--- config.mk ---
export PLATFORM = sky130hd
export DESIGN_NAME = vc_flit_buffer
export DESIGN_NICKNAME = d
export VERILOG_FILES = /design/src/rtl/vc_flit_buffer_pkg.sv /design/src/rtl/vc_fifo_ctrl.sv /design/src/rtl/vc_flit_buffer.sv
export SDC_FILE = /design/constraint.sdc
export NUM_CORES = 1
export LEC_CHECK = 0
export BUFFER_PORTS_ARGS = -buffer_cell sky130_fd_sc_hd__buf_2
export CORE_ASPECT_RATIO = 1.25
export CORE_MARGIN = 2
export CORE_UTILIZATION = 35
export CTS_CLUSTER_DIAMETER = 40
export CTS_CLUSTER_SIZE = 25
export DETAILED_ROUTE_END_ITERATION = 8
export PLACE_DENSITY_LB_ADDON = 0.08
export SLEW_MARGIN = 20
export SYNTH_ARGS = -nofsm -noshare
export SYNTH_HDL_FRONTEND = slang
export SYNTH_SLANG_ARGS = --single-unit
--- constraint.sdc ---
create_clock -name clk -period 14.5 [get_ports clk]
set_clock_uncertainty 0.05 [all_clocks]
set_input_delay 1.45 -clock clk [delete_from_list [all_inputs] [get_ports clk]]
set_output_delay 1.45 -clock clk [all_outputs]
set_load 0.01 [all_outputs]
--- src/rtl/vc_flit_buffer_pkg.sv ---
// rtl/vc_flit_buffer_pkg.sv - shared router buffer constants and width helpers
package vc_flit_buffer_pkg;

    localparam int FLIT_SIZE_DEFAULT = 82;

    function automatic int clog2(input int value);
        int r;
        r = 0;
        while ((1 << r) < value) r++;
        return r;
    endfunction

    function automatic int max1(input int value);
        return (value < 1) ? 1 : value;
    endfunction

endpackage

--- src/rtl/vc_fifo_ctrl.sv ---
// rtl/vc_fifo_ctrl.sv - head/tail/count bookkeeping and flags for one VC queue
module vc_fifo_ctrl #(
    parameter int DEPTH        = 8,
    parameter int AFULL_THRESH = 6,
    parameter int PTR_W        = 3,
    parameter int CNT_W        = 4
) (
    input  logic             clk,
    input  logic             rst,
    input  logic             wr_req,
    input  logic             rd_req,
    output logic             wr_ok,
    output logic             rd_ok,
    output logic [PTR_W-1:0] head,
    output logic [PTR_W-1:0] tail,
    output logic [CNT_W-1:0] count,
    output logic             empty,
    output logic             full,
    output logic             almost_full
);

    function automatic logic [PTR_W-1:0] wrap_inc(input logic [PTR_W-1:0] p);
        return (p == PTR_W'(DEPTH - 1)) ? '0 : p + PTR_W'(1);
    endfunction

    // Flags come from the registered count only, so a full queue never passes a write through.
    assign empty       = (count == '0);
    assign full        = (count == CNT_W'(DEPTH));
    assign almost_full = (count >= CNT_W'(AFULL_THRESH));

    assign wr_ok = wr_req && !full && !rst;
    assign rd_ok = rd_req && !empty && !rst;

    always_ff @(posedge clk) begin
        if (rst) begin
            head  <= '0;
            tail  <= '0;
            count <= '0;
        end else begin
            if (wr_ok) tail <= wrap_inc(tail);
            if (rd_ok) head <= wrap_inc(head);
            case ({wr_ok, rd_ok})
                2'b10:   count <= count + CNT_W'(1);
                2'b01:   count <= count - CNT_W'(1);
                default: count <= count;
            endcase
        end
    end

endmodule

--- src/rtl/vc_flit_buffer.sv ---
// rtl/vc_flit_buffer.sv - multi-VC FWFT input flit buffer; VCBUF_ERR_STICKY_EN adds sticky ovf/udf flags
module vc_flit_buffer
    import vc_flit_buffer_pkg::*;
#(
    parameter int FLIT_SIZE    = FLIT_SIZE_DEFAULT,
    parameter int NUM_VC       = 2,
    parameter int VC_DEPTH     = 8,
    parameter int AFULL_THRESH = 6,
    parameter int VC_W         = max1(clog2(NUM_VC)),
    parameter int PTR_W        = max1(clog2(VC_DEPTH)),
    parameter int CNT_W        = clog2(VC_DEPTH + 1)
) (
    input  logic                        clk,
    input  logic                        rst,
    input  logic [FLIT_SIZE-1:0]        in_flit,
    input  logic [VC_W-1:0]             in_vc,
    input  logic                        produce,
    input  logic                        consume,
    input  logic [VC_W-1:0]             consume_vc,
    output logic [NUM_VC*FLIT_SIZE-1:0] out_flit,
    output logic [NUM_VC-1:0]           empty,
    output logic [NUM_VC-1:0]           full,
    output logic [NUM_VC-1:0]           almost_full,
    output logic [NUM_VC*CNT_W-1:0]     usedw
`ifdef VCBUF_ERR_STICKY_EN
    ,
    output logic [NUM_VC-1:0]           ovf_err,
    output logic [NUM_VC-1:0]           udf_err
`endif
);

    logic [NUM_VC-1:0] wr_req;
    logic [NUM_VC-1:0] rd_req;
    logic [NUM_VC-1:0] wr_ok;
    logic [NUM_VC-1:0] rd_ok;

    for (genvar v = 0; v < NUM_VC; v++) begin : g_vc
        logic [FLIT_SIZE-1:0] mem [VC_DEPTH];
        logic [PTR_W-1:0]     head;
        logic [PTR_W-1:0]     tail;
        logic [CNT_W-1:0]     count;

        // Select values at or above NUM_VC match no queue and are dropped.
        assign wr_req[v] = produce && (in_vc == VC_W'(v));
        assign rd_req[v] = consume && (consume_vc == VC_W'(v));

        vc_fifo_ctrl #(
            .DEPTH        (VC_DEPTH),
            .AFULL_THRESH (AFULL_THRESH),
            .PTR_W        (PTR_W),
            .CNT_W        (CNT_W)
        ) u_ctrl (
            .clk         (clk),
            .rst         (rst),
            .wr_req      (wr_req[v]),
            .rd_req      (rd_req[v]),
            .wr_ok       (wr_ok[v]),
            .rd_ok       (rd_ok[v]),
            .head        (head),
            .tail        (tail),
            .count       (count),
            .empty       (empty[v]),
            .full        (full[v]),
            .almost_full (almost_full[v])
        );

        always_ff @(posedge clk) begin
            if (wr_ok[v]) mem[tail] <= in_flit;
        end

        assign out_flit[v*FLIT_SIZE +: FLIT_SIZE] = empty[v] ? '0 : mem[head];
        assign usedw[v*CNT_W +: CNT_W]            = count;
    end

`ifdef VCBUF_ERR_STICKY_EN
    always_ff @(posedge clk) begin
        if (rst) begin
            ovf_err <= '0;
            udf_err <= '0;
        end else begin
            ovf_err <= ovf_err | (wr_req & full);
            udf_err <= udf_err | (rd_req & empty);
        end
    end
`endif

endmodule

; Yosys cells after proc, flatten, opt, wreduce, memory -nomap -nowiden
; Memory sizes are Yosys's and may differ from the RTL's. A register that Yosys moved wholly into a read port is not among the register bits.
; Cells that the tools add are included.
; W data, S select, Z words.
[word_totals]
wordCells = 67
in_bits = 88
out_inout_bits = 178
mem_count = 2
register_bits = 20
ramBits = 1312
[memory_table]
columns = memory, depth, word_bits, read_ports, rd_ports_with_merged_regs, wr, line
row1 = g_vc[0].mem, 8, 82, 1, 1, 1, vc_flit_buffer.sv:38  ; logic [FLIT_SIZE-1:0] mem [VC_DEPTH];
row2 = g_vc[1].mem, 8, 82, 1, 1, 1, vc_flit_buffer.sv:38
[op_classes]
reduce_logical = 21
mux = 16
bitwise_logic = 2
n_eq_ne = 10
add_sub_neg = 8
n_lt_le_gt_ge = 2
[ops]
columns = op, count
row1 = $mux W82, 2
row2 = $mux W3, 8
row3 = $pmux W4 S2, 2
row4 = $add A3 B1 Y3 const B, 4
row5 = $eq A3 B3 Y1 const B, 4
row6 = $logic_and A1 B1 Y1, 12
row7 = $add A4 B1 Y4 const B, 2
row8 = $eq A4 B4 Y1 const B, 2
row9 = $ge A4 B3 Y1 const B, 2
row10 = $logic_not A4 Y1, 2
row11 = $sub A4 B1 Y4 const B, 2
row12 = $logic_not A1 Y1, 5
row13 = $eq A2 B1 Y1 const B, 2
row14 = $eq A2 B2 Y1 const B, 2
row15 = $mux W1, 4
row16 = $reduce_bool A2 Y1, 2
row17 = $not A1 Y1, 2

; Longest topological paths before layout
[logic_depth]
word_depth = 6
ltp_mapped = 11
mapped_depth_nobuf = 10

; By module
; From an unflattened synthesis, not the netlist that was laid out.
[hier_totals]
hier_cells = 2230
hier_area_um2 = 51095.3
[modules_own_cells]
columns = module, seq_area_each_um2, cells_per_inst, area_each_um2, n_inst
row1 = vc_flit_buffer, 39397.8, 2106, 49909.1, 1
row2 = vc_fifo_ctrl, 200.2, 62, 593.1, 2

; Worst setup path after synthesis
; Ideal clock, no wire load.
[synth_timing]
kind = input port to flip-flop
start = in rst
end = mem g_vc[1].mem[0][0] (netlist name) (enable)
t_required_ns = 13.726
path_stages = 4
arrival_ns = 9.734
slack_ns = 3.992
setup_time_ns = 0.724
path_buffers = 0
cell_sequence = nand2b_1 > nor3b_4 > inv_2 > nor4_1
[synth_between]
elab_chain_cells = 4
[synth_rtl]
columns = item, line
row1 = "start, declared", vc_flit_buffer.sv:14  ; input logic rst,
row2 = $logic_not A1 Y1, vc_fifo_ctrl.sv:31  ; assign wr_ok = wr_req && !full && !rst;
row3 = $logic_and A1 B1 Y1, vc_fifo_ctrl.sv:31
row4 = $mux W1, vc_flit_buffer.sv:68  ; if (wr_ok[v]) mem[tail] <= in_flit;
row5 = $mux W1 (not written as such), vc_flit_buffer.sv:68
row6 = "end, declared", vc_flit_buffer.sv:38
; No other way between the ends.

==> flow_metrics.env <==
export IMPL_wirelength_um=130000
export IMPL_cp_arrival_ns=4.12
export IMPL_status="completed"
export IMPL_clock_path_buffers=3
export IMPL_min_period_over_period_pct=38.8
export IMPL_worstSetupEndpointType="output pin"
export IMPL_cts_sinks=1338
export IMPL_dieWidth_um=345
export IMPL_seq_area_um2=39900
export IMPL_cts_resized=0
export IMPL_worstMarginPinSlew_ns=1.11
export IMPL_cts_buffers=165
export IMPL_hold_path_depth=2
export IMPL_min_delay_start="g_vc[1].u_ctrl.head[0]$_SDFFE_PP0N_"
export IMPL_fin_util_pct=41.7
export IMPL_fin_cells=4638
export IMPL_fin_hold_ws_ns=0.476
export IMPL_syn_inst=2235
export IMPL_synth_edff_count=1312
export IMPL_ys_seq_area_share_pct=78.3
export IMPL_final_nets=2700
export IMPL_period_needed_ns=5.62
export IMPL_r2r_slack_ns=10.70
export IMPL_num_rows=156
export IMPL_grt_overflow_total=0
export IMPL_grt_max_degree=100
export IMPL_drive_gt1_share_pct=35.1
export IMPL_fin_tns_setup_ns=0
export IMPL_die_h_um=431
export IMPL_worstSetupPathType="reg2out"
export IMPL_async_reset_ff_share_pct=0
export IMPL_cts_tree="built"
export IMPL_total_power_w=0.00868
export IMPL_final_hold_viol_count=0
export IMPL_vdd_drop_max_mv=0.107
export IMPL_io_buffers=265
export IMPL_drt_iter0_markers=1469
export IMPL_multiInputGateArea_um2=10600
export IMPL_dieArea_um2=149000
export IMPL_initial_core_util_pct=35.3
export IMPL_insertion_delay_ns=0.78
export IMPL_hp_class="reg2reg"
export IMPL_place_hpwl_um=68500
export IMPL_grt_usage_pct=17.7
export IMPL_crit_path_start_kind="flip-flop"
export IMPL_crit_required_ns=13.00
export IMPL_yosys_top_cells_area="edfxtp_1, mux4_2, mux2i_1"
export IMPL_power_density_nw_per_um2=144
export IMPL_fmax_mhz=178
export IMPL_cts_root_buf="clkbuf_16"
export IMPL_syn_area_um2=51000
export IMPL_drc=0
export IMPL_grt_antenna_before_repair=19
export IMPL_synth_most_common_cell="edfxtp_1"
export IMPL_routabilityCongestion=0.692
export IMPL_postCtsHoldBufs=0
export IMPL_fill_cells=12600
export IMPL_drt_first_pass_iters=5
export IMPL_syn2layout_area_growth_pct=18.2
export IMPL_dp_cells=4327
export IMPL_ant_nets=0
export IMPL_ys_ff_latch=1338
export IMPL_cp_max_fo=65
export IMPL_cap_violations=0
export IMPL_setup_viol_count_final=0
export IMPL_rr_startpoint="g_vc[1].u_ctrl.count[1]$_SDFFE_PP0P_"
export IMPL_finalMaxSlewViolations=0
export IMPL_post_cts_setup_buffers=0
export IMPL_h_tree_depth=4
export IMPL_relSlewSlack_pct=25.9
export IMPL_clkTransAtPathRegs_ns=0.05
export IMPL_r2r_worst_path_cells=11
export IMPL_num_vias=23900
export IMPL_reg2reg_to="g_vc[1].u_ctrl.count[2]$_SDFFE_PP0P_"
export IMPL_io_pins=266
export IMPL_leakage_nw=18.9
export IMPL_rsz0062_at_grt="no"
export IMPL_syn_area_per_cell_um2=22.8
export IMPL_core_area_um2=145000
export IMPL_grt_pass1_wl_um=188000
export IMPL_yosysUniqueCellTypes=33
export IMPL_yosysWarnings=0
export IMPL_grt_pass1_vias=26200
export IMPL_syn_num_nets=2337
export IMPL_synth_top_flop_cell="edfxtp_1"
export IMPL_viasPerCell=5.16
export IMPL_synth_top_area_cell="edfxtp_1"
export IMPL_synth_common_cells="edfxtp_1, mux4_2, nor2_1"
export IMPL_wl_per_cell_um=28.1
export IMPL_synth_top_cell_area_share_pct=77.3
-- stage by stage --
stage / worst slack, ns / instance area (µm²)
final: 8.88 / 60300
after detailed placement: 9.28 / 54700
after global routing: 8.48 / 60300
after CTS: 8.41 / 60300
after floorplan: 3.99 / 51000
after global placement: 9.30 / 54700
-- flip-flops by register name (all words and copies together) (netlist names), named ones only --
register / cells
g_vc.mem: 1312
g_vc.u_ctrl.tail: 6
g_vc.u_ctrl.head: 6
g_vc.u_ctrl.count: 8
-- metal layers --
metal	GRT usage [%]	vias to the layer above	share of wire, %
li1	-	10100	-
met1	22.0	13100	41
met2	31.0	515	52
met3	3.60	205	4.6
met4	5.59	20	2.4
met5	0	-	0.10
-- how the worst max path moves through the flow --
stage	to	slack, ns	cells past startpoint
finish	out_flit[72]	8.88	5
detailed placement	out_flit[145]	9.28	6
CTS	out_flit[145]	8.41	6
global placement	out_flit[145]	9.30	6
global route	out_flit[83]	8.48	6
floorplan	g_vc[1].mem[0][0]$_DFFE_PP_	3.99	4
-- critical path, stage by stage, from the launching register on --
cell	delay [ns]
dfxtp_4	1.03
buf_4	0.97
mux4_2	0.43
mux2i_1	0.57
nor2_1	0.11
buf_2	0.18
-- power by group --
part / internal [W] / switching [W]
registers: 0.00427 / 0.00000961
logic: 0.0000948 / 0.000182
clock network: 0.00239 / 0.00173
total: 0.00675 / 0.00193
-- cell type report --
type                    count  area share (%)
diodes                      3          0.0125
multi-input cells         777            17.6
clock inverters           130            2.28
clock buffers             178            7.02
flip-flops and latches   1338            66.3
well taps                1896            3.93
repair buffers            314            2.88
inverters                   2          0.0125
-- layout by cell type, fill, tap and decap left out, types with 3 or more instances in the layout --
master,count
o21ai_0,4
buf_2,265
buf_12,3
nor3_2,9
diode_2,3
buf_4,45
edfxtp_1,1312
clkinv_8,11
nor2_4,6
bufinv_16,12
clkinv_4,18
dfxtp_1,20
mux4_2,328
or3_1,5
dfxtp_4,6
a21oi_1,9
nand2_1,12
inv_8,11
clkinv_2,25
inv_6,22
clkinv_1,12
clkinvlp_4,16
ha_1,14
nand2b_1,9
clkbuf_1,10
xor2_1,6
clkbuf_16,167
mux2i_1,173
nor2_1,180
-- cell families (layout without fill, tap and decap cells) --
| logic type | Yosys count | in the layout | synth area share, % |
|---|---|---|---|
| simple gates | 237 | 237 | 2.06 |
| mux | 503 | 503 | 17.9 |
| buf+inv | 120 | 624 | 1.10 |
| xor+xnor | 6 | 6 | 0.103 |
| flops | 1338 | 1338 | 78.3 |
| fa+ha+maj | 14 | 14 | 0.344 |
| other cells | 0 | 3 | 0 |
| compound gates | 17 | 17 | 0.186 |
(Power assumes the default switching activity.)
